--- src/rtl/alu_exec_stage.sv ---
// alu_exec_stage: multicycle ALU execute stage.
// Latches a, b and op on an accepted start, evaluates the selected operation from
// those registers during EXEC and captures result and flags at the EXEC->DONE edge.
// Fixed 2-cycle latency, one operation per 2 cycles when start is held high.
//
// Ports:
//   clk      rising-edge clock
//   reset    synchronous, active-high reset
//   start    request; accepted only in IDLE or DONE
//   op       operation select (ADD, SUB, XOR, SLT, AND, NAND, NOR, OR)
//   a, b     operands
//   busy     high while in EXEC
//   done     one-cycle pulse after result/flags are updated
//   result   registered result, held until the next write
//   zero     registered result == 0
//   carryout registered adder carry-out (ADD/SUB only)
//   overflow registered signed overflow (ADD/SUB only)
module alu_exec_stage #(
    parameter int unsigned WIDTH = 32
) (
    input  logic             clk,
    input  logic             reset,
    input  logic             start,
    input  logic [2:0]       op,
    input  logic [WIDTH-1:0] a,
    input  logic [WIDTH-1:0] b,
    output logic             busy,
    output logic             done,
    output logic [WIDTH-1:0] result,
    output logic             zero,
    output logic             carryout,
    output logic             overflow
);

    localparam int unsigned Msb = WIDTH - 1;

    localparam logic [2:0] OpAdd  = 3'b000;
    localparam logic [2:0] OpSub  = 3'b001;
    localparam logic [2:0] OpXor  = 3'b010;
    localparam logic [2:0] OpSlt  = 3'b011;
    localparam logic [2:0] OpAnd  = 3'b100;
    localparam logic [2:0] OpNand = 3'b101;
    localparam logic [2:0] OpNor  = 3'b110;
    localparam logic [2:0] OpOr   = 3'b111;

    typedef enum logic [1:0] {
        StIdle = 2'd0,
        StExec = 2'd1,
        StDone = 2'd2
    } state_e;

    state_e           state_q, state_d;
    logic             accept;
    logic [WIDTH-1:0] a_q, b_q;
    logic [2:0]       op_q;
    logic [WIDTH-1:0] result_q;
    logic             zero_q, carry_q, ovf_q;

    logic [WIDTH:0]   sum, diff;
    logic             add_ovf, sub_ovf;
    logic [WIDTH-1:0] res_d;
    logic             carry_d, ovf_d;

    // Datapath: driven only from the latched operand registers.
    always_comb begin
        sum     = {1'b0, a_q} + {1'b0, b_q};
        diff    = {1'b0, a_q} + {1'b0, ~b_q} + {{WIDTH{1'b0}}, 1'b1};
        add_ovf = (a_q[Msb] == b_q[Msb]) && (sum[Msb] != a_q[Msb]);
        sub_ovf = (a_q[Msb] != b_q[Msb]) && (diff[Msb] != a_q[Msb]);
        res_d   = '0;
        carry_d = 1'b0;
        ovf_d   = 1'b0;
        unique case (op_q)
            OpAdd: begin
                res_d   = sum[WIDTH-1:0];
                carry_d = sum[WIDTH];
                ovf_d   = add_ovf;
            end
            OpSub: begin
                res_d   = diff[WIDTH-1:0];
                carry_d = diff[WIDTH];
                ovf_d   = sub_ovf;
            end
            OpXor:  res_d = a_q ^ b_q;
            // Signed less-than: the difference sign is wrong exactly when it overflowed.
            OpSlt:  res_d = {{(WIDTH-1){1'b0}}, diff[Msb] ^ sub_ovf};
            OpAnd:  res_d = a_q & b_q;
            OpNand: res_d = ~(a_q & b_q);
            OpNor:  res_d = ~(a_q | b_q);
            OpOr:   res_d = a_q | b_q;
            default: res_d = '0;
        endcase
    end

    // Next-state logic; start is ignored (not queued) while in EXEC.
    always_comb begin
        state_d = state_q;
        accept  = 1'b0;
        unique case (state_q)
            StIdle: begin
                if (start) begin
                    accept  = 1'b1;
                    state_d = StExec;
                end
            end
            StExec: state_d = StDone;
            StDone: begin
                if (start) begin
                    accept  = 1'b1;
                    state_d = StExec;
                end else begin
                    state_d = StIdle;
                end
            end
            default: state_d = StIdle;
        endcase
    end

    always_ff @(posedge clk) begin
        if (reset) begin
            state_q  <= StIdle;
            a_q      <= '0;
            b_q      <= '0;
            op_q     <= '0;
            result_q <= '0;
            zero_q   <= 1'b0;
            carry_q  <= 1'b0;
            ovf_q    <= 1'b0;
        end else begin
            state_q <= state_d;
            if (accept) begin
                a_q  <= a;
                b_q  <= b;
                op_q <= op;
            end
            if (state_q == StExec) begin
                result_q <= res_d;
                zero_q   <= ~|res_d;
                carry_q  <= carry_d;
                ovf_q    <= ovf_d;
            end
        end
    end

    assign busy     = (state_q == StExec);
    assign done     = (state_q == StDone);
    assign result   = result_q;
    assign zero     = zero_q;
    assign carryout = carry_q;
    assign overflow = ovf_q;

endmodule
--- config.mk ---
export PLATFORM = sky130hd
export DESIGN_NAME = alu_exec_stage
export DESIGN_NICKNAME = d
export VERILOG_FILES = /design/src/rtl/alu_exec_stage.sv
export SDC_FILE = /design/constraint.sdc
export NUM_CORES = 1
export LEC_CHECK = 0
export BUFFER_PORTS_ARGS = -buffer_cell sky130_fd_sc_hd__clkbuf_2
export CAP_MARGIN = 20
export CORE_MARGIN = 1
export CORE_UTILIZATION = 30
export CTS_CLUSTER_DIAMETER = 30
export DETAILED_ROUTE_END_ITERATION = 6
export GPL_ROUTABILITY_DRIVEN = 0
export PLACE_DENSITY_LB_ADDON = 0.15
export SLEW_MARGIN = 20
export SYNTH_ARGS = -nofsm -noshare
export SYNTH_HDL_FRONTEND = slang
export SYNTH_SLANG_ARGS = --single-unit
--- constraint.sdc ---
create_clock -name clk -period 8.92 [get_ports clk]
set_input_delay 1.784 -clock clk [delete_from_list [all_inputs] [get_ports clk]]
set_output_delay 1.784 -clock clk [all_outputs]
set_load 0.01 [all_outputs]
Yosys cells after proc, flatten, opt, wreduce, memory -nomap -nowiden
Index checks and enable logic that the tools add are counted.
- reduce and logical (&&, ||, !) cells: 7
- bitwise gates (word level): 7
- equal/unequal tests: 14
- $add $sub $neg: 3
- mux-type cells: 8
- operators by type and width (operator ; count):
    $pmux 32 s8 ; 1
    $not 32->32 ; 3
    $add 32x32->33 ; 2
    $add 33x1->33 const B ; 1
    $and 32x32->32 ; 1
    $or 32x32->32 ; 1
    $reduce_or 32->1 ; 1
    $xor 32x32->32 ; 1
    $eq 3x3->1 const B ; 4
    $eq 3x2->1 const B ; 2
    $pmux 2 s3 ; 1
    $pmux 1 s2 ; 2
    $eq 3x1->1 const B ; 1
    $logic_not 3->1 ; 1
    $mux 1 ; 3
    $ne 1x1->1 ; 3
    $eq 2x1->1 const B ; 1
    $eq 2x2->1 const B ; 1
    $logic_and 1x1->1 ; 2
    $logic_not 2->1 ; 1
    $mux 2 ; 1
    $ne 2x2->1 const B ; 1
    $reduce_or 2->1 ; 1
    $eq 1x1->1 ; 1
    other kinds (2) ; 2
- flip-flop bits (word level): 104
- output and inout port bits: 37
- word-level logic and storage cells: 47

Logic depth before layout (Yosys ltp)
- depth in word-level cells: 9
- depth in mapped cells: 23
- mapped depth without buffers: 22

Least setup slack after synthesis
OpenSTA, ideal clock, no wires.
- path type: reg2reg
- from: reg a_q[6]
- to: reg zero_q (netlist: zero)
- library setup time: 0.087 ns
- setup slack: 4.699 ns
- period minus slack after synthesis: 4.221 ns
- stages on the path, launching flop included: 24
- arrival: 4.134 ns
- path through: dfxtp_1 > inv_1 > ha_1 > buf_2 > nor4_1 > o311ai_2 > nand3_1 > a211oi_2 > o2bb2ai_1 > a31oi_1 > o31a_1 > o21bai_1 > a21oi_1 > o21bai_1 > fa_1 > a31oi_1 > or3_1 > a21oi_1 > nand4_1 > a31oi_1 > nand4_1 > nor4b_1 > nand4_1 > o31ai_1
- word-level cells in the longest chain between the ends: 8
- RTL lines (element ; line ; RTL):
    start, declared ; 54 ; logic [WIDTH-1:0] a_q, b_q;
    start signal, assigned ; 122 ; a_q <= '0;
    start signal, assigned ; 132 ; a_q <= a;
    $add 32x32->33 ; 67 ; diff = {1'b0, a_q} + {1'b0, ~b_q} + {{WIDTH{1'b0}}, 1'b1};
    $add 33x1->33 ; 67 ;
    $ne 1x1->1 ; 69 ; sub_ovf = (a_q[Msb] != b_q[Msb]) && (diff[Msb] != a_q[Msb]);
    $logic_and 1x1->1 ; 69 ;
    $xor 1x1->1 ; 86 ; OpSlt: res_d = {{(WIDTH-1){1'b0}}, diff[Msb] ^ sub_ovf};
    $pmux 32 s8 * ; 73 ; unique case (op_q)
    $reduce_or 32->1 * ; 138 ; zero_q <= ~|res_d;
    $logic_not 1->1 * ; 138 ;
    end signal, assigned ; 138 ;
    end, declared ; 57 ; logic zero_q, carry_q, ovf_q;
Mark *: on every way between the ends. The rest lies on a longest branch, timed or not.
A chain may end at the register's enable or synchronous reset.

Worst setup path in the final report
- from: reg a_q[11]
- to: reg zero_q (netlist: zero)
Same word-level chain as after synthesis.

==> results by group <==
Outcome
  • Status: complete, no violations

Hold path
  • Hold crit path type: flip-flop to flip-flop
  • WHS Path Cells: 2

Pwr
  • Leak: 4.27 nW
  • Power density over the cells: 140 nW/µm²
  • Peak supply drop: 0.105 mV

Detailed routing
  • Vias post-DR: 10000
  • Final WL: 34900 µm
  • DR DRC count: 0
  • Detailed Route Iter0 Violations: 737
  • Avg WL per Cell: 18.8 µm
  • Routed Antenna Nets: 0
  • Post-DR vias/cell: 5.40
  • DR pass1 iterations: 5

Place
  • Post-placement cell count: 1842
  • Worst slack, placed: 3.79 ns
  • I/O Buffers: 106
  • Dpl hpwl: 25800 µm

Synth
  • Number of synthesized flops with an enable pin: 0
  • Synthesized area: 9790 µm²
  • Mapped Avg Cell Area: 7.10 µm²
  • Cell with the most instances after synthesis: nand2_1
  • Synth Net Count: 1548
  • Yosys reg bits: 104
  • Cell taking the most area after synthesis: dfxtp_1
  • Post-synth cell types: 89
  • Async SR Flop Fraction: 0%
  • Syn Inst Count: 1379
  • Top cells by area, synth: dfxtp_1 21%, ha_1 12%, a21oi_1 8.6%
  • Yosys warns: 0
  • Post-synth top flop: dfxtp_1
  • Register area share after synthesis: 21.3%
  • Post-synth top cells: 212 x nand2_1, 169 x a21oi_1, 123 x nor2_1
  • Post-synth top area share: 21.3%

Die
  • Core ar.: 31800 µm²
  • Rows: 65
  • DIE WIDTH: 183 µm
  • Die area: 33400 µm²
  • Die height: 183 µm
  • Initial Utilization: 30.8%
  • I/O pin count: 107

STA
  • Final Hold Vio Count: 0
  • Setup violations, final: 0
  • Fin crit period: 5.31 ns
  • Final Cycle Share: 59.5%
  • Slew margin rel.: 27.5%
  • RSZ-0062 raised after global routing: no
  • Worst setup margin: 3.61 ns
  • Final Skew: 0.00971 ns
  • Max Transition Viols Final: 0
  • FMAX: 188 MHz
  • Final TNS setup: 0 ns
  • Tightest Pin Transition: 1.09 ns

Global routing
  • Grt ovf: 0
  • Largest net degree at the start of global routing: 100
  • First-pass GRT wire length: 54800 µm
  • Tot GR Track Use: 20.9%
  • Initial antenna violation count: 0
  • Vias in the first global route: 9688

CTS
  • Clock Tree Buf Depth: 2
  • CTS clk-pin slew, worst paths: 0.08 ns
  • Clock sinks: 104
  • PostCTS Resize Cnt: 0
  • CTS Root Cell: clkbuf_16
  • CTS tree: yes
  • CTS buffer count: 9
  • Setup repair bufs after CTS: 0
  • Hold-fix buffers, CTS: 0
  • H-tree levels: 3
  • Clock latency on the worst-skew pair: 0.37 ns

Setup path
  • WS Path Type: flip-flop to flip-flop
  • Worst stage delay on the critical path: 0.55 ns
  • Critical path peak fanout: 17
  • CP required: 9.20 ns
  • Worst Path Arrival: 5.59 ns
  • Crit start category: flip-flop
  • Reg-to-reg slack, setup: 3.61 ns
  • Ordered cell list for the critical path: inv_1, ha_1, nor4_1, nand3_1, nor3_1, a211oi_2, o2bb2ai_1, a31oi_1, o31a_1, o21bai_1, a21oi_1, o21bai_1, fa_1, a31oi_1, or3_1, a21oi_1, nand4_1, a31oi_1, nand4_1, nor4b_1, nand4_1, o31ai_1
  • Worst r2r path cells: 22
  • Crit. End Element: flip-flop
  • Slowest cell on crit path: ha_1

Finish
  • Antenna cells: 0
  • Nets: 1587
  • Area delta synth->final: 11.3%
  • Layout cells sized above 1: 11.7%
  • Filler instances: 3534
  • Post-route insts no fill: 1858

Flow run
  • Max_cap viols: 0
per-stage QoR:
step	hold WS (ns)	utilization (%)	area (µm²)	power (mW)
after detailed placement	0.447	33.3	10600	1.09
after global placement	0.443	33.3	10600	1.09
after floorplan	0.453	-	9790	0.921
after global routing	0.484	34.3	10900	1.62
final	0.456	34.3	10900	1.52
after CTS	0.458	34.3	10900	1.53
report_power, final:
| group | switching (mW) | internal (mW) | total (mW) |
|---|---|---|---|
| clock network | 0.206 | 0.227 | 0.433 |
| logic | 0.373 | 0.200 | 0.573 |
| registers | 0.0254 | 0.493 | 0.518 |
cells by family after synthesis:
logic type               share of synthesized area [%]
AND/OR/NAND/NOR                                   23.1
flip-flops                                        21.3
AO/OA/AOI/OAI                                     28.5
buffers and inverters                             7.73
multiplexers                                      3.50
adder cells (fa/ha/maj)                           12.9
XOR/XNOR                                          3.04
final cells by class:
type | instances | area, µm² | area share [%]
timing repair buffer | 120 | 638 | 5.85
clock buffer | 10 | 239 | 2.19
clock inverter | 6 | 65.1 | 0.597
multi-input combinational | 1085 | 6960 | 63.9
inverter | 98 | 368 | 3.37
sequential | 104 | 2080 | 19.1
tap | 435 | 544 | 4.99
path summary, 6_finish.rpt:
kind                           startpoint                       to
setup reg to reg     a_q[11]$_SDFFE_PP0P_        zero$_SDFFE_PP0P_
setup / recovery     a_q[11]$_SDFFE_PP0P_        zero$_SDFFE_PP0P_
hold / removal    result[15]$_SDFFE_PP0P_  result[15]$_SDFFE_PP0P_
hold reg to reg   result[15]$_SDFFE_PP0P_  result[15]$_SDFFE_PP0P_
critical path, delay by kind of cell, from the launching register on:
family,cells,cell delay (ns)
compound gates,11,2.10
simple gates,8,1.91
fa+ha+maj,2,0.76
flops,1,0.38
buf+inv,1,0.06
per-layer routing:
layer	global-route usage [%]	vias up	routed length, µm
met5	0	-	0
met4	6.55	0	715
met3	2.99	43	2180
met2	32.4	337	14900
met1	29.7	4718	17000
li1	-	4935	-
state kept, by name (all words and copies together) (netlist names):
signal    flops
op_q          3
result       32
a_q          32
overflow      1
carryout      1
b_q          32
zero          1
state_q       2
cell usage in the layout (no fill, tap or decap), types with 19 or more instances in the layout:
cell type	count
nor2_1	123
nand2b_1	20
a21oi_1	169
dfxtp_1	102
ha_1	96
mux2i_1	32
a31oi_1	20
xnor2_1	31
nor3_1	27
clkbuf_2	105
inv_1	93
o21ai_0	49
nand3_1	19
nand2_1	212
a211oi_1	29
(Power assumes the default switching activity.)
